### src/rtl/dev_rx_getc.sv
// -----------------------------------------------------------------------------
// dev_rx_getc
//   CPU-side "getc" engine for the UART receive pipe. It serves one read
//   request at a time and pops at most one byte from the front of the receive
//   FIFO. Blocking reads can wait forever or for a bounded number of cycles.
//   Non-blocking reads return EMPTY at once. A popped byte that matches the
//   end-of-transmission code can be reported as EOF.
//
// Ports
//   clk        : system clock, rising edge
//   rst_n      : asynchronous active-low reset
//   req        : read request, sampled only while idle
//   nonblock   : sampled with req; 1 = return EMPTY when there is no data
//   rd_ack     : one-cycle pulse; rd_data/rd_status are valid
//   rd_data    : byte read; 0 for EMPTY and TIMEOUT completions
//   rd_status  : 0 OK, 1 EMPTY, 2 TIMEOUT, 3 EOF
//   busy       : high whenever a request is in progress
//   fifo_empty : receive FIFO empty flag
//   fifo_data  : FIFO front element, valid while fifo_empty = 0
//   fifo_pop   : pop_front strobe, registered, one cycle wide
//   pop_count  : bytes popped since reset, wraps silently
// -----------------------------------------------------------------------------
module dev_rx_getc #(
  parameter int                DATA_W         = 8,
  parameter int                TIMEOUT_CYCLES = 0,
  parameter bit                EOT_EN         = 1'b1,
  parameter logic [DATA_W-1:0] EOT_CHAR       = 'h04,
  parameter int                CNT_W          = 16
) (
  input  logic              clk,
  input  logic              rst_n,
  input  logic              req,
  input  logic              nonblock,
  output logic              rd_ack,
  output logic [DATA_W-1:0] rd_data,
  output logic [1:0]        rd_status,
  output logic              busy,
  input  logic              fifo_empty,
  input  logic [DATA_W-1:0] fifo_data,
  output logic              fifo_pop,
  output logic [CNT_W-1:0]  pop_count
);

  typedef enum logic [1:0] {S_IDLE, S_WAIT, S_POP, S_DONE} state_t;

  localparam logic [1:0] ST_OK      = 2'd0;
  localparam logic [1:0] ST_EMPTY   = 2'd1;
  localparam logic [1:0] ST_TIMEOUT = 2'd2;
  localparam logic [1:0] ST_EOF     = 2'd3;

  // Timeout counter only has to reach TIMEOUT_CYCLES-1.
  localparam int TW = (TIMEOUT_CYCLES > 1) ? $clog2(TIMEOUT_CYCLES) : 1;
  localparam logic [TW-1:0] TMO_LAST = TW'(TIMEOUT_CYCLES - 1);
  localparam bit TMO_EN = (TIMEOUT_CYCLES != 0);

  state_t        state;
  logic [TW-1:0] tmo_cnt;
  // Set when the current request really popped a byte. A non-blocking empty
  // read also passes through S_POP, so every immediate completion acks two
  // cycles after the request. This flag keeps that pass from counting or
  // reclassifying anything.
  logic          got_byte;

  assign busy = (state != S_IDLE);

  always_ff @(posedge clk or negedge rst_n) begin
    if (!rst_n) begin
      state     <= S_IDLE;
      tmo_cnt   <= '0;
      got_byte  <= 1'b0;
      rd_ack    <= 1'b0;
      rd_data   <= '0;
      rd_status <= ST_OK;
      fifo_pop  <= 1'b0;
      pop_count <= '0;
    end else begin
      rd_ack   <= 1'b0;
      fifo_pop <= 1'b0;
      case (state)
        S_IDLE: begin
          if (req) begin
            if (!fifo_empty) begin
              rd_data  <= fifo_data;
              fifo_pop <= 1'b1;
              got_byte <= 1'b1;
              state    <= S_POP;
            end else if (nonblock) begin
              rd_data   <= '0;
              rd_status <= ST_EMPTY;
              got_byte  <= 1'b0;
              state     <= S_POP;
            end else begin
              tmo_cnt <= '0;
              state   <= S_WAIT;
            end
          end
        end
        S_WAIT: begin
          // Data arriving in the same cycle the timeout expires wins.
          if (!fifo_empty) begin
            rd_data  <= fifo_data;
            fifo_pop <= 1'b1;
            got_byte <= 1'b1;
            state    <= S_POP;
          end else if (TMO_EN && (tmo_cnt == TMO_LAST)) begin
            rd_data   <= '0;
            rd_status <= ST_TIMEOUT;
            rd_ack    <= 1'b1;
            state     <= S_DONE;
          end else if (TMO_EN) begin
            tmo_cnt <= tmo_cnt + TW'(1);
          end
        end
        S_POP: begin
          // fifo_empty settles during this cycle, so a request that follows
          // cannot pop the same entry twice.
          if (got_byte) begin
            pop_count <= pop_count + CNT_W'(1);
            rd_status <= (EOT_EN && (rd_data == EOT_CHAR)) ? ST_EOF : ST_OK;
          end
          rd_ack <= 1'b1;
          state  <= S_DONE;
        end
        S_DONE: begin
          state <= S_IDLE;
        end
        default: begin
          state <= S_IDLE;
        end
      endcase
    end
  end

endmodule
### config.mk
export PLATFORM = sky130hd
export DESIGN_NAME = dev_rx_getc
export DESIGN_NICKNAME = d
export VERILOG_FILES = /design/src/rtl/dev_rx_getc.sv
export SDC_FILE = /design/constraint.sdc
export NUM_CORES = 1
export LEC_CHECK = 0
export CAP_MARGIN = 20
export CORE_ASPECT_RATIO = 1.5
export CORE_UTILIZATION = 49
export CTS_BUF_LIST = sky130_fd_sc_hd__clkbuf_16
export CTS_CLUSTER_SIZE = 16
export DETAILED_ROUTE_END_ITERATION = 8
export PLACE_DENSITY = 0.88
export SLEW_MARGIN = 5
export SYNTH_ARGS = -nofsm -noshare
export SYNTH_HDL_FRONTEND = slang
export SYNTH_SLANG_ARGS = --single-unit
export TNS_END_PERCENT = 50
### constraint.sdc
create_clock -name clk -period 2.57 [get_ports clk]
set_input_delay 0.3855 -clock clk [delete_from_list [all_inputs] [get_ports clk]]
set_output_delay 0.3855 -clock clk [all_outputs]
set_load 0.01 [all_outputs]
======== After elaboration in Yosys (flattened, before gate mapping) ========
Index checks and enable logic that the tools add are counted.
storage, ports and cells
  flip-flop bits (word level) ............. 31
  input port bits ......................... 13
  output and inout bits ................... 29
  word-level logic and storage cells ...... 51
cells by class
  add/sub/neg operators ................... 1
  equal/unequal tests ..................... 10
  muxes and demuxes ....................... 25
  reduce and logical (&&, ||, !) cells .... 8
operators by type and width
  operator                                                                number
  8-bit 2-to-1 mux                                                        4
  2-bit 2-to-1 mux                                                        9
  16-bit by 1-bit adder with 16-bit output (second input constant)        1
  8-bit case mux with 2 select lines                                      1
  2-bit != test (second input constant)                                   5
  8-bit by 3-bit equality test with 1-bit output (second input constant)  1
  2-bit case mux with 4 select lines                                      1
  1-bit 2-to-1 mux                                                        7
  2-bit nonzero test                                                      3
  5-bit AND reduction                                                     1
  2-bit equality test (second input constant)                             2
  1-bit case mux with 2 select lines                                      2
  2-bit case mux with 2 select lines                                      1
  2-bit AND reduction                                                     2
  4-bit AND reduction                                                     1
  3-bit != test (second input constant)                                   1
  2-bit by 1-bit equality test with 1-bit output (second input constant)  1
  2-bit zero test                                                         1

======== Logic depth before layout (Yosys ltp) ========
Gate-level depths: netlist of run 1.
  word-level depth ........................ 4
  mapped depth ............................ 6
  depth with buffers taken out ............ 6

======== Least setup slack after synthesis of run 1 ========
Ideal clock, no wire load.
  path kind ............................... register to register
  start point ............................. register state[0]
  end point ............................... register rd_data[0]
  setup time .............................. 0.121 ns
  arrival time ............................ 1.452 ns
  required time ........................... 2.449 ns
  path slack .............................. 0.997 ns
  cell stages (with the launch flop) ...... 7
  path buffers ............................ 0
  clock period less this slack ............ 1.573 ns
  cells stage by stage .................... dfrtp_1 -> inv_1 -> ha_1 -> nand2b_1 -> a21oi_2 -> nor2_2 -> a22o_1
between the ends
  longest elaborated chain between the ends .. 3
  elaborated cells between the ends (all ways) .. 8
  classes of those cells .................. eq/ne: 4; mux: 1; reduce/logical: 3
RTL lines
  element                                                                            line  source
  from (decl)                                                                        56    state_t state;
  from (signal assigned)                                                             68    state <= S_IDLE;
  from (signal assigned)                                                             86    state <= S_POP;
  from (signal assigned)                                                             91    state <= S_POP;
  2-bit by 1-bit equality test with 1-bit output or 2-bit zero test (tied branches)  79    case (state)
  2-bit != test (no source line), or another cell as far along                       n/a
  4-bit AND reduction (no source line)                                               n/a
  to (signal assigned)                                                               83    rd_data <= fifo_data;
  to (signal assigned)                                                               101   rd_data <= fifo_data;
  to (decl)                                                                          35    output logic [DATA_W-1:0] rd_data,
Parallel ways exist; a longest one is shown, timed or not.
A chain may end at the register's enable or synchronous reset.

======== Worst setup path after layout of run 1 ========
  start point ............................. register state[0]
  end point ............................... output port busy
between the ends
  longest elaborated chain between the ends .. 1
RTL lines
  element             line  source
  2-bit nonzero test  64    assign busy = (state != S_IDLE);
  to (decl)           37    output logic busy,
No other way between the ends.

==> results of run 1 <==
==> power by group <==
| group | leakage (nW) | switching, W | internal, W |
|---|---|---|---|
| combinational | 0.417 | 0.000369 | 0.000403 |
| clock | 0.0701 | 0.000197 | 0.000347 |
| sequential | 0.406 | 0.000124 | 0.000620 |
| total | 0.893 | 0.000690 | 0.00137 |
==> stage by stage <==
step                util, %  power [W]
floorplan                 -    0.00116
global placement       69.6    0.00148
detailed placement     69.6    0.00152
CTS                    74.7    0.00208
global route           74.7    0.00217
finish                 74.7    0.00206
==> Yosys cell counts <==
cell	instances	area (um^2)
sky130_fd_sc_hd__dfrtp_1	31	776
sky130_fd_sc_hd__xnor2_1	13	114
sky130_fd_sc_hd__a22o_1	8	70.1
sky130_fd_sc_hd__inv_1	8	30.0
sky130_fd_sc_hd__nand2_1	8	30.0
sky130_fd_sc_hd__nand3_1	6	30.0
sky130_fd_sc_hd__ha_1	5	62.6
sky130_fd_sc_hd__nor2_1	4	15.0
sky130_fd_sc_hd__a21oi_1	3	15.0
sky130_fd_sc_hd__nand4_1	3	18.8
sky130_fd_sc_hd__o21ai_0	3	15.0
sky130_fd_sc_hd__mux2_2	2	22.5
sky130_fd_sc_hd__nand2b_1	2	12.5
sky130_fd_sc_hd__nor3_1	2	10.0
sky130_fd_sc_hd__nor4_4	2	42.5
sky130_fd_sc_hd__xor2_1	2	17.5
sky130_fd_sc_hd__a21o_1	1	7.51
sky130_fd_sc_hd__a21oi_2	1	8.76
sky130_fd_sc_hd__a222oi_1	1	10.0
sky130_fd_sc_hd__a22oi_1	1	7.51
sky130_fd_sc_hd__and3_1	1	6.26
sky130_fd_sc_hd__and4_1	1	8.76
sky130_fd_sc_hd__nand2_4	1	11.3
sky130_fd_sc_hd__nand4_4	1	21.3
sky130_fd_sc_hd__nor2_2	1	6.26
sky130_fd_sc_hd__nor2b_1	1	6.26
sky130_fd_sc_hd__nor4_1	1	6.26
sky130_fd_sc_hd__nor4b_1	1	8.76
sky130_fd_sc_hd__o211ai_1	1	7.51
==> per-layer routing <==
layer  vias up  global-route usage [%]  routed length (um)
met5         -                       0                   0
met4         0                    12.1                  67
met3         9                    6.95                 145
met2        39                    40.7                1730
met1       540                    24.8                1160
li1        504                       -                   -
==> path summary, 6_finish.rpt <==
check / slack (ns) / from / depth (start not counted) / end
min in group asynchronous: 0.51 / rst_n / 2 / pop_count[5]$_DFFE_PN0P_
max reg2reg: 0.69 / state[0]$_DFFE_PN0P_ / 6 / rd_status[1]$_DFFE_PN0P_
max in group asynchronous: 1.78 / rst_n / 2 / rd_data[7]$_DFFE_PN0P_
max: 0.59 / state[0]$_DFFE_PN0P_ / 4 / busy
min reg2reg: 0.48 / pop_count[15]$_DFFE_PN0P_ / 1 / pop_count[15]$_DFFE_PN0P_
min: 0.48 / pop_count[15]$_DFFE_PN0P_ / 1 / pop_count[15]$_DFFE_PN0P_
==> kinds of logic (layout without fill, tap and decap cells) <==
logic type / Yosys count / count (layout)
buffers and inverters: 8 / 58
xor gates and xnor gates: 15 / 15
muxes: 2 / 2
and+or+nand+nor: 35 / 35
AOI/OAI and AO/OA: 19 / 19
DFF: 31 / 31
adders and majority gates: 5 / 5
==> registers in the layout (all words and copies together), names as in the netlist <==
name and cells:
state 2, rd_status 2, rd_ack 1, pop_count 16, got_byte 1, rd_data 8, fifo_pop 1
==> final cells by class <==
cell class | count | area, um^2
flip-flops and latches | 31 | 776
fillers | 200 | 678
clock inverters | 3 | 11.3
well taps | 37 | 46.3
repair buffers | 42 | 418
clock buffers | 5 | 125
inverters | 8 | 30.0
multi-input cells | 76 | 592
==> flow_results.org, run 1 <==
** Synthesis
- In the synthesized netlist, mux cells make up 1.61% of the area.
- XOR/XNOR share of the synthesized area :: 9.40%
- In this run, distinct cell masters in the synthesized netlist total 29.
- Net count of the mapped netlist :: approximately 130
- By area, the combinational part of the netlist is dominated by simple AND/OR/NAND/NOR gates.
- Sequential share of the synthesized area :: 55.5%
- For this run, the number of Yosys warnings is 0.
- Counting flops and latches in the post-synthesis netlist gives 31.
- After Yosys synthesis, and, or, nand and nor cells account for ~17% of the synthesized area.
- Synthesis handed over a netlist of 115 instances.
- After Yosys synthesis, full adders, half adders and majority gates account for about 4.5% of the synthesized area.
- A synthesized cell averages 12.2 um^2.
- The cell area that synthesis handed to floorplanning was about 1400 um^2.
- Share of the synthesized area in compound gates (AO/OA/AOI/OAI) :: around a tenth

** GRT
- The initial antenna violation count came to 0.
- Global routing used between 20% and 30% of the available tracks across all layers.
- Global routing finished with a remaining overflow of 0.
- Entering global routing, the biggest net connects 32 pins.
- First-pass GRT wire length :: slightly below 5 mm
- Vias in the first global route :: 1093

** Critical path
- Crit path capture type :: primary output
- For the worst setup path, the data arrival time is about 1.6 ns.
- Category of the most critical setup path :: flip-flop to primary output
- Grouping stages by cell kind, the critical path spends the most delay in buffers and inverters.
- Counting stages on the worst path, the most repeated cell is sky130_fd_sc_hd__inv_1.
- At the worst endpoint, the required time is between 2 and 2.5 ns.
- Launching element type of the critical path :: flip-flop
- Worst Path Max Fanout :: 5
- For this run, the slowest stage of the critical path takes ~0.53 ns.
- Counting both buffers and inverters, the worst setup path holds a total of 3.
- Walking the worst path, the cells encountered are inv_1, ha_1, inv_1, clkdlybuf4s50_1.
- Cell at the slowest stage of the critical path :: sky130_fd_sc_hd__clkdlybuf4s50_1

** Clock network
- Total of cells resized after clock tree synthesis :: 0
- Post-CTS timing repair inserted 0 buffers for setup.
- Insertion delay to the later sink of the worst-skew pair :: 0.28 ns
- Clock Sink Count :: 31
- Level count of the clock H-tree :: 2
- Clock-pin slew was measured on the worst setup and hold paths at approximately 0.05 ns.
- TritonCTS built the clock tree.
- Clock tree synthesis selected as its root buffer the cell sky130_fd_sc_hd__clkbuf_16.
- For this design, the CTS-stage hold fixing added 0 buffers.
- Buffers inserted during clock tree synthesis total 5.
- Buffer depth of the longest clock path :: 2

** Hold path
- HP Class :: flip-flop to flip-flop

** Pwr
- IR analysis of the VDD net gives a maximum drop of between 0.7 and 0.8 mV.
- In this run the static leakage power is 0.893 nW.
- For this design the ratio of total power to cell area is roughly 1000 nW/um^2.

** Timing
- The final number of max-transition violations was 0.
- Setup repair after global routing left no endpoint under its margin.
- Setup violations remaining at the end of the flow were counted as 0.
- Final Hold Fails :: 0
- Across the routed clock network, the largest skew measured is approximately 0.0039 ns.
- Hold is met by 0.477 ns.
- The final critical path takes up between 70% and 80% of the cycle.
- Static timing analysis puts the maximum clock frequency at 504 MHz.
- At the pin with the least slew margin, the transition time is a little over 0.5 ns.
- For the final routed database, the setup TNS stands at 0 ns.
- The clock period could shrink to roughly 2.0 ns.
- The worst pin sits at a relative slew slack of roughly two thirds.
- In the post-route analysis, the smallest setup slack over all paths is around 0.6 ns.

** Finish
- Total Nets Final :: around 180
- Non-filler instance count after layout :: roughly 200
- Antenna cell count :: 0
- Leaving out fill and tap cells, the most frequent cell in the layout is sky130_fd_sc_hd__clkdlybuf4s50_1.
- With fillers left out, the area of the finished cells amounts to roughly 2000 um^2.
- Cells with a size suffix above 1 make up approximately 8.5% of the layout.
- Area growth, synth to finish :: 43.0%
- In the layout the commonest cells are 41 x sky130_fd_sc_hd__clkdlybuf4s50_1, 31 x sky130_fd_sc_hd__dfrtp_1, 13 x sky130_fd_sc_hd__xnor2_1.

** Die
- Die H :: between 60 and 70 um
- Area of the core :: 2680 um^2
- Die width :: around 46 um
- The die covers ~3000 um^2.
- Initial cell density of the core :: a little over half
- Cell Rows :: 23
- Count of boundary I/O pins :: 42

** Route
- Via count :: 1092
- Number of DRC markers after the initial detailed-route iteration :: 33
- First-pass detailed-route iteration total :: 4
- Antenna Nets Post-Route :: 0
- Using the TritonRoute via totals, the vias-per-cell ratio works out to about 5.4.
- In the final routed layout, each cell accounts on average for around 15 um.
- Wire length after detailed routing :: 3.10 mm
- In the routed design, unresolved DRC markers number 0.

** Run
- Across the run, the number of max-cap violations was 0.

** Place
- Routability-driven placement finished with a final weighted congestion of 0.767.
- Buffers placed on the I/O ports in this run total 41.
- Total cell area at the placement stage :: approximately 1900 um^2
- Worst setup timing slack at the placement stage :: between 0.6 and 0.7 ns
- Cells after DPL :: between 150 and 200
- The wire-length estimate of the detail-placed layout is 2.30 mm.

** Run status
- Run status :: finished clean
Power figures use the tool's default switching activity.
==> run 2: changes to the inputs <==
--- a/config.mk
+++ b/config.mk
@@ -7,11 +7,11 @@
 export LEC_CHECK = 0
 export CAP_MARGIN = 20
 export CORE_ASPECT_RATIO = 1.5
-export CORE_UTILIZATION = 49
+export CORE_UTILIZATION = 46
 export CTS_BUF_LIST = sky130_fd_sc_hd__clkbuf_16
 export CTS_CLUSTER_SIZE = 16
 export DETAILED_ROUTE_END_ITERATION = 8
-export PLACE_DENSITY = 0.88
+export PLACE_DENSITY = 0.83
 export SLEW_MARGIN = 5
 export SYNTH_ARGS = -nofsm -noshare
 export SYNTH_HDL_FRONTEND = slang
==> constraint.sdc (replaced) <==
create_clock -name clk -period 2 [get_ports clk]
set_input_delay 0.3 -clock clk [delete_from_list [all_inputs] [get_ports clk]]
set_output_delay 0.3 -clock clk [all_outputs]
set_load 0.01 [all_outputs]
==> flow_results.org, run 2 (synthesized netlist as in run 1, its figures left out) <==
** Route
- Via count :: 1077 (-1.4%)
- Wire length after detailed routing :: 3.03 mm (-2.3%)
- Number of remaining DRC errors :: 0 (unchanged)
- The routed wire length per instance came to 14.7 um (-4.2%).
- The detailed-route vias per instance was 5.23 (-3.3%).
- The remaining antenna violation count after routing is 0 (unchanged).
- The number of detailed-routing iterations run before antenna repair was 4 (unchanged).
- Number of DRC markers after the initial detailed-route iteration :: 22 (-33%)

** GRT
- Initial antenna violation count :: 0 (unchanged)
- All-Layer GR Usage :: 22.0% (-1.5 points)
- The global-route wire length before repair came to 5.03 mm (+1.1%).
- The number of global-route vias before repair came to 1134 (+3.8%).
- Largest net degree at the start of global routing :: 32 (unchanged)
- The aggregate global routing overflow came to 0 (unchanged).

** Finish
- Antenna cell count :: 0 (unchanged)
- The final design area excluding fillers came to 2040 um^2 (+2.3%).
- Leaving out fill and tap cells, the most frequent cell in the layout is sky130_fd_sc_hd__clkdlybuf4s50_1.
- The filler cell count came to 218 (+9.0%).
- Total Nets Final :: 184 (+1.1%)
- The total area of multi-input combinational cells is 592 um^2 (unchanged).
- Register area :: 776 um^2 (unchanged)
- Non-filler instance count after layout :: 206 (+2.0%)
- Most used cells in the layout excluding fill and tap cells :: 41 x sky130_fd_sc_hd__clkdlybuf4s50_1, 31 x sky130_fd_sc_hd__dfrtp_1, 13 x sky130_fd_sc_hd__xnor2_1
- Area growth, synth to finish :: 46.2%
- Fraction of final layout cells with drive strength greater than 1 :: 10.8% (+2.3 points)
- pop_count holds more flip-flops than any other register.
- The largest registers in the layout are pop_count (16), rd_data (8).
- The number of flip-flops under the largest register name came to 16 (unchanged).

** Critical path
- By startpoint and endpoint, the worst setup path is classified as flip-flop to primary output.
- The critical path required time came to 1.70 ns (-0.48 ns).
- Worst Path Max Fanout :: 5 (unchanged)
- Arrival @ worst endpoint :: 1.64 ns (+0.04 ns)
- STA classifies the critical path endpoint as a primary output.
- Launching element type of the critical path :: flip-flop

** Die
- The number of primary I/O pins was 42 (unchanged).
- Die outline area :: 3270 um^2 (+6.3%)
- The standard cell core area came to 2910 um^2 (+8.8%).
- Die width :: 47.0 um (+3.1%)
- The starting density of the core came to 48.0% (-4.2 points).
- The die span in y was 69.5 um (+3.1%).
- Cell Rows :: 24 (+4.3%)

** Pwr
- Clk pwr share :: 29.6% (+3.2 points)
- The combinational share of power came to 36.5% (-0.9 points).
- The switching share of total power came to 32.1% (-1.4 points).
- The total power per unit cell area is 1380 nW/um^2 (+34%).
- Maximum vdd ir drop :: 1.16 mV (+64%)
- Reported net switching power :: 0.000905 W (+31%)
- Portion of total power attributed to sequential cells :: 33.9% (-2.2 points)
- The power consumption came to 0.00282 W (+37%).
- The cell internal power dissipation was 0.00192 W (+40%).
- The static leakage came to 0.915 nW (+2.4%).

** Place
- Count of input and output buffers :: 41 (unchanged)
- The placer congestion estimate came to 0.827 (+7.9%).
- Total half-perimeter wirelength after legalization and detailed placement :: 2.20 mm (-4.3%)
- The placed instance count is 197 (+1.5%).
- The post-place instance area was 1870 um^2 (+0.54%).

** Timing
- Final Hold Fails :: 0 (unchanged)
- Setup repair after global routing left no endpoint under its margin.
- Hold slack :: 0.422 ns (-0.0544 ns)
- Setup total negative slack :: 0 ns (unchanged)
- Post-route minimum period :: 1.94 ns
- The remaining max-slew budget at the tightest pin was 66.2% (+1.2 points).
- Static timing analysis puts the maximum clock frequency at between 500 and 600 MHz.
- The largest clock skew in the final design was 0.00556 ns (+0.00167 ns).
- Setup-failing EPs final :: 0 (unchanged)
- Max Transition Viols Final :: 0 (unchanged)
- Part of the cycle the worst path needs :: between 90 and 100%
- Worst Max-Slew Pin Slew :: 0.499 ns (-0.0183 ns)

** Clock network
- Level count of the clock H-tree :: 2 (unchanged)
- Root buffer selected by CTS :: sky130_fd_sc_hd__clkbuf_16
- Clock-pin slew on the worst setup and hold paths :: 0.05 ns (about the same)
- The CTS buffer count is 5 (unchanged).
- Clock Sink Count :: 31 (unchanged)
- The number of buffers added for setup after CTS came to 0 (unchanged).
- Insertion delay to the later sink of the worst-skew pair :: 0.28 ns (about the same)
- Clock tree from TritonCTS :: built
- Number of hold-repair buffers added at the cts stage :: 0 (unchanged)
- The number of buffers on the longest clock path came to 2 (unchanged).
- The post-CTS resize count came to 0 (unchanged).

** Hold path
- In this run the worst hold path is classified as primary input to asynchronous set/reset pin.

** Run status
- Run status :: finished clean

** Run
- Count of max-cap constraint violations :: 0 (unchanged)
==> run 2: cell types whose count changed in the layout (fill, tap and decap cells not counted), sizes merged <==
cell and change:
bufinv +1, inv -1, buf +2
==> run 2: routing by layer <==
metal / share of wire [%] / up-vias / GRT usage (%)
met1: 36 / 529 / 24.4
met2: 56 / 34 / 34.6
met5: 0 / - / 0
met3: 4.4 / 8 / 8.07
met4: 3.0 / 0 / 12.1
li1: - / 506 / -
==> run 2: metrics by stage <==
step / setup WS (ns) / util, %
after floorplan: 0.427 / -
after global routing: 0.00487 / 70.1
final: 0.0573 / 70.1
after CTS: 0.0349 / 69.9
after detailed placement: 0.112 / 64.3
after global placement: 0.253 / 64.3
==> run 2: critical path, cell delays in order, from the launching register on <==
cell                              delay, ns
sky130_fd_sc_hd__dfrtp_1               0.38
sky130_fd_sc_hd__inv_1                 0.10
sky130_fd_sc_hd__ha_1                  0.27
sky130_fd_sc_hd__inv_1                 0.08
sky130_fd_sc_hd__clkdlybuf4s50_1       0.54
==> run 2: final cells by class <==
class                   instances  share of cell area (%)
multi-input cells              76                    29.0
repair buffers                 44                    21.2
well taps                      39                    2.39
clock buffers                   5                    6.12
inverters                       8                    1.47
flip-flops and latches         31                    38.0
clock inverters                 3                    1.90
==> run 2: power groups by stage <==
stage | combinational, W | sequential (W) | clock, W
2_1_floorplan | 0.000492 | 0.000998 | 0
3_3_place_gp | 0.000957 | 0.000958 | 0
3_5_place_dp | 0.00100 | 0.000965 | 0
4_1_cts | 0.00102 | 0.000958 | 0.000854
5_1_grt | 0.00112 | 0.000979 | 0.000881
6_report | 0.00103 | 0.000957 | 0.000836
==> run 2: path summary, 6_finish.rpt <==
| path | from | to | cells past startpoint | slack [ns] |
|---|---|---|---|---|
| max | state[0]$_DFFE_PN0P_ | busy | 4 | 0.06 |
| min | rst_n | pop_count[15]$_DFFE_PN0P_ | 2 | 0.42 |
| min in group clk | pop_count[15]$_DFFE_PN0P_ | pop_count[15]$_DFFE_PN0P_ | 1 | 0.47 |
| max in group asynchronous | rst_n | rd_data[7]$_DFFE_PN0P_ | 2 | 1.29 |
| min reg2reg | pop_count[15]$_DFFE_PN0P_ | pop_count[15]$_DFFE_PN0P_ | 1 | 0.47 |
| max reg2reg | state[0]$_DFFE_PN0P_ | rd_status[1]$_DFFE_PN0P_ | 7 | 0.19 |
==> RTL change 1: new RTL, config.mk and constraints of run 2 <==
Set the parameter `CNT_W` to 14 (it was 16).
--- a/src/rtl/dev_rx_getc.sv
+++ b/src/rtl/dev_rx_getc.sv
@@ -27,3 +27,3 @@
   parameter logic [DATA_W-1:0] EOT_CHAR       = 'h04,
-  parameter int                CNT_W          = 16
+  parameter int                CNT_W          = 14
 ) (
Interface: changed (resized pop_count); port bits go from 42 to 40. No check against the original RTL was run, so the function may have changed too.
==> RTL change 1 against run 2 <==
First-iteration DRC count up 27%. Sequential cell count shrank 2. Power down 6.4%. Largest cell class unchanged. Cell area shrank 7.8%. Clock skew decreased by 0.0027 ns. Wire length decreased by 13%. Maximum frequency rose by 3.4%. Setup slack improved by 0.065 ns. Sequential share of layout area grew 0.57 points. Synthesized area shrank 6.7%. Non-clock buffer count fell by 3. Highest routed layer unchanged. Final cell count shrank 4.9%. Count of clock-buffer cells in the layout did not move.
==> RTL change 1: results (changes against run 2) <==
Outcome
  – Outcome: completed

Pwr
  – Leakage: 0.883 nW (-3.4%)
  – Peak supply drop: 1.03 mV (-12%)

Worst setup path
  – Worst r2r path cells: 5 (-2)
  – CP peak stage delay: 0.52 ns (-0.02 ns)
  – R2R Setup Slk: 0.17 ns (-0.02 ns)
  – Peak fanout along the critical path: 6 (+1)

Synthesis
  – Synth Area in Adders: 4.80% (+0.32 points)
  – Synth Area in Compound Gates: 9.69% (-0.42 points)
  – Post-Synth XOR/XNOR Area: 8.73% (-0.67 points)
  – Commonest cells in the netlist: dfrtp_1 (29), inv_1 (9), xor2_1 (9)
  – Ranking of synthesized cells by area: dfrtp_1 (56%), xor2_1 (6.0%), a22o_1 (5.4%), ha_1 (4.8%), xnor2_1 (2.7%)
  – Syn_nets: 130 (-2.3%)
  – Mux contribution to synthesized area: 4.89% (+3.3 points)
  – Sequential area share after synthesis: 55.7% (+0.16 points)

Routing
  – Drt via density: 5.26 (+0.52%)
  – Iter 0 DRT Violations: 28 (+27%)
  – DR WL/cell: 13.5 um (-8.1%)

Placed design
  – # port buffers: 39 (-4.9%)
  – GPL Wtd Cong: 0.795 (-3.9%)
  – Post-DP HPWL: 1990 um (-9.8%)
  – Placed cell areas: 0.00175 sq mm (-6.5%)
  – Pre-CTS WS: 0.101 ns (-0.0113 ns)

Global route
  – Largest net degree at the start of global routing: 30 (-6.3%)
  – First-pass GRT wire length: 4470 um (-11%)
  – M3 GR Usage: 7.22% (-0.85 points)
  – Met2 Use GR: 33.9% (-0.64 points)
  – All-Layer GR Usage: 21.0% (-0.98 points)
  – Vias in the first global route: 1004 (-11%)
  – Grt met1 use: 23.6% (-0.80 points)

Finish
  – Largest registers: pop_count x14, rd_data x8
  – Final nets: 177 (-3.8%)
  – Fillers: 203 (-6.9%)
  – Share of layout cells above drive strength 1: 7.55% (-3.2 points)

Clocking
  – # resized after CTS: 0 (unchanged)
  – Clock slew at reported path FFs: 0.05 ns (about the same)

Timing
  – Fin Clk Skew: 0.00285 ns (-0.00271 ns)
  – Final Critical Period: 1.88 ns (-0.0647 ns)
  – Worst slew pin tran: 0.495 ns (-0.00426 ns)

Hold path
  – HP Class: in -> async
==> RTL change 1: changes by cell type after synthesis, moves of 3 or more <==
cell / run 2 / this run
nor4_1: 1 / 5
mux2i_1: 0 / 3
xor2_1: 2 / 9
xnor2_1: 13 / 4
==> RTL change 1: how the worst max path moves through the flow <==
stage / start / to / depth (start not counted)
5_1_grt: state[0] / pop_count[13] / 5
4_1_cts: state[1] / busy / 4
2_1_floorplan: state[0] / rd_status[1] / 5
3_5_place_dp: req / rd_status[1] / 4
3_3_place_gp: req / rd_status[1] / 4
6_report: state[0] / busy / 4
==> RTL change 1: report_power, final <==
group          total, mW  leakage, nW  internal [mW]  switching [mW]
logic               1.03        0.438          0.580           0.454
clock network      0.662       0.0685          0.441           0.221
registers          0.946        0.377          0.784           0.163
total               2.64        0.883           1.80           0.838
==> RTL change 1: layout make-up <==
class | instances | share of cell area [%]
Multi-Input combinational cell | 72 | 28.4
Sequential cell | 29 | 38.5
Clock buffer | 5 | 6.64
Inverter | 10 | 1.99
Timing Repair Buffer | 41 | 21.5
Clock inverter | 2 | 0.399
Tap cell | 37 | 2.46
==> RTL change 1: stage by stage <==
step	std cells	hold WS, ns	utilization, %
final	196	0.412	70.4
after global placement	189	0.458	65.4
after floorplan	112	0.00441	-
after detailed placement	189	0.457	65.4
after global routing	196	0.453	70.4
after CTS	196	0.426	70.4
==> RTL change 1: cells by family after synthesis <==
logic type | after synthesis
simple gates | 32
mux | 6
flops | 29
compound gates | 16
buf+inv | 11
fa+ha+maj | 5
xor+xnor | 13
==> RTL change 1: critical path, delay by kind of cell, from the launching register on <==
| family | cells | cell delay (ns) |
|---|---|---|
| buffers and inverters | 3 | 0.67 |
| flip-flops | 1 | 0.36 |
| adder cells (fa/ha/maj) | 1 | 0.27 |
==> RTL change 1: metal layers <==
layer  part of all wire (%)  vias to the layer above  wire, um
met5                      0                        -         0
li1                       -                      489         -
met2                     55                       32      1450
met4                    2.4                        0        63
met1                     38                      503      1010
met3                    4.8                        6       126
==> RTL change 2: new RTL, settings of run 2 <==
Made on the original files. The 4 states of `state_t` get a one-hot encoding in 4 bits.
--- a/src/rtl/dev_rx_getc.sv
+++ b/src/rtl/dev_rx_getc.sv
@@ -43,3 +43,3 @@
 
-  typedef enum logic [1:0] {S_IDLE, S_WAIT, S_POP, S_DONE} state_t;
+  typedef enum logic [3:0] {S_IDLE = 4'b0001, S_WAIT = 4'b0010, S_POP = 4'b0100, S_DONE = 4'b1000} state_t;
 
Check against the original RTL: same outputs for any inputs over 10 cycles, from zero or initial values and one cycle with rst_n low; not proved beyond that.
==> RTL change 2 against run 2 <==
Synthesized area rose by 2.6%. Cell area barely moved. Sequential cell count rose by 2. Synthesized cell count rose by 13%. Wire length rose by 4.0%. Power fell by 18%. Global-route usage rose by 0.79 points. Register-to-register slack got worse by 0.02 ns. Largest power group is now sequential cells. Setup slack improved by 0.056 ns.
==> RTL change 2: results (changes against run 2) <==
Outcome
  – Outcome: completed

Routing
  – Top sig layer: met4
  – DR WL/cell: 14.4 um (-2.1%)
  – Via count: 1154 (+7.1%)
  – Met2 wire length: 1810 um (+6.0%)
  – Metal-1 WL: 1110 um (+0.73%)
  – Iter 0 DRT Violations: 41 (+86%)
  – WL met3: 185 um (+40%)

Synthesis
  – Syn_nets: 144 (+8.3%)
  – Ranking of synthesized cells by area: dfrtp_1 (56%), nand2_1 (6.0%), xnor2_1 (5.5%), xor2_1 (4.3%), o21ai_0 (3.5%)
  – Sequential area share after synthesis: 57.7% (+2.2 points)
  – Syn avg cell area: 11.0 sq um (-9.2%)
  – Commonest cells in the netlist: dfrtp_1 (32), nand2_1 (23), o21ai_0 (10)

Timing
  – Worst slew margin: 72.4% (+6.1 points)
  – Fin Clk Skew: 0.00208 ns (-0.00348 ns)
  – Final Critical Period: 1.89 ns (-0.0560 ns)
  – Hold slack: 0.428 ns (+0.00546 ns)

Placed design
  – Dpl cells: 211 (+7.1%)
  – GPL Wtd Cong: 0.882 (+6.6%)
  – Placed cell areas: 0.00191 sq mm (+1.9%)
  – Post-DP HPWL: 2300 um (+4.2%)
  – Pre-CTS WS: 0.168 ns (+0.0556 ns)

Global route
  – Vias in the first global route: 1263 (+11%)
  – Met2 Use GR: 42.3% (+7.7 points)
  – All-Layer GR Usage: 22.8% (+0.79 points)
  – M3 GR Usage: 6.98% (-1.1 points)
  – Number of antenna violations at the first check in global routing: 0 (unchanged)
  – Grt met1 use: 21.7% (-2.7 points)

Finish
  – Num sequential: 33 (+6.5%)
  – NonClk Buf Share: 21.2% (about the same)
  – Share of layout cells above drive strength 1: 7.78% (-3.0 points)
  – Seq area share: 40.5% (+2.5 points)
  – Clock-cell share: 6.67% (-1.4 points)
  – Final nets: 193 (+4.9%)
  – Non-Clock Inverter Count: 5 (-3)
  – Fillers: 245 (+12%)
  – #MultiIn Comb: 90 (+18%)
  – Area grow syn2layout: 42.6%

Worst setup path
  – Kind of cell adding the most delay to the critical path: flip-flops
  – FF-to-FF End: pop_count[1]
  – CP peak stage delay: 0.56 ns (+0.02 ns)
  – Setup crit start: state[0]
  – Crit-path slowest cell: dfstp_2
  – Peak fanout along the critical path: 5 (unchanged)
  – Worst r2r path cells: 4 (-3)

Pwr
  – Peak supply drop: 0.835 mV (-28%)
  – P_int: 1.65 mW (-14%)
  – Leakage: 0.943 nW (+3.0%)
==> RTL change 2: cell types whose count changed after synthesis, moves of 4 or more <==
| cell | before | now |
|---|---|---|
| xor2_1 | 2 | 7 |
| nand2_1 | 8 | 23 |
| o21ai_0 | 3 | 10 |
| ha_1 | 5 | 1 |
| xnor2_1 | 13 | 9 |
| a22o_1 | 8 | 0 |
==> RTL change 2: cell families (layout without fill, tap and decap cells) <==
group                    count (synthesis)  after routing  share of synthesized area, %
flip-flops                              33             33                          57.7
adder cells (fa/ha/maj)                  1              1                         0.872
multiplexers                             1              1                         0.785
buffers and inverters                    7             57                          1.83
XOR/XNOR                                16             16                          9.77
AND/OR/NAND/NOR                         57             57                          21.6
AO/OA/AOI/OAI                           15             15                          7.51
==> RTL change 2: power by group through the flow <==
stage               clock network, mW  registers (mW)  logic (mW)
CTS                             0.720           0.962       0.678
finish                          0.704           0.958       0.666
detailed placement                  0           0.969       0.669
global route                    0.746           0.982       0.734
global placement                    0           0.957       0.649
floorplan                           0           0.992       0.265
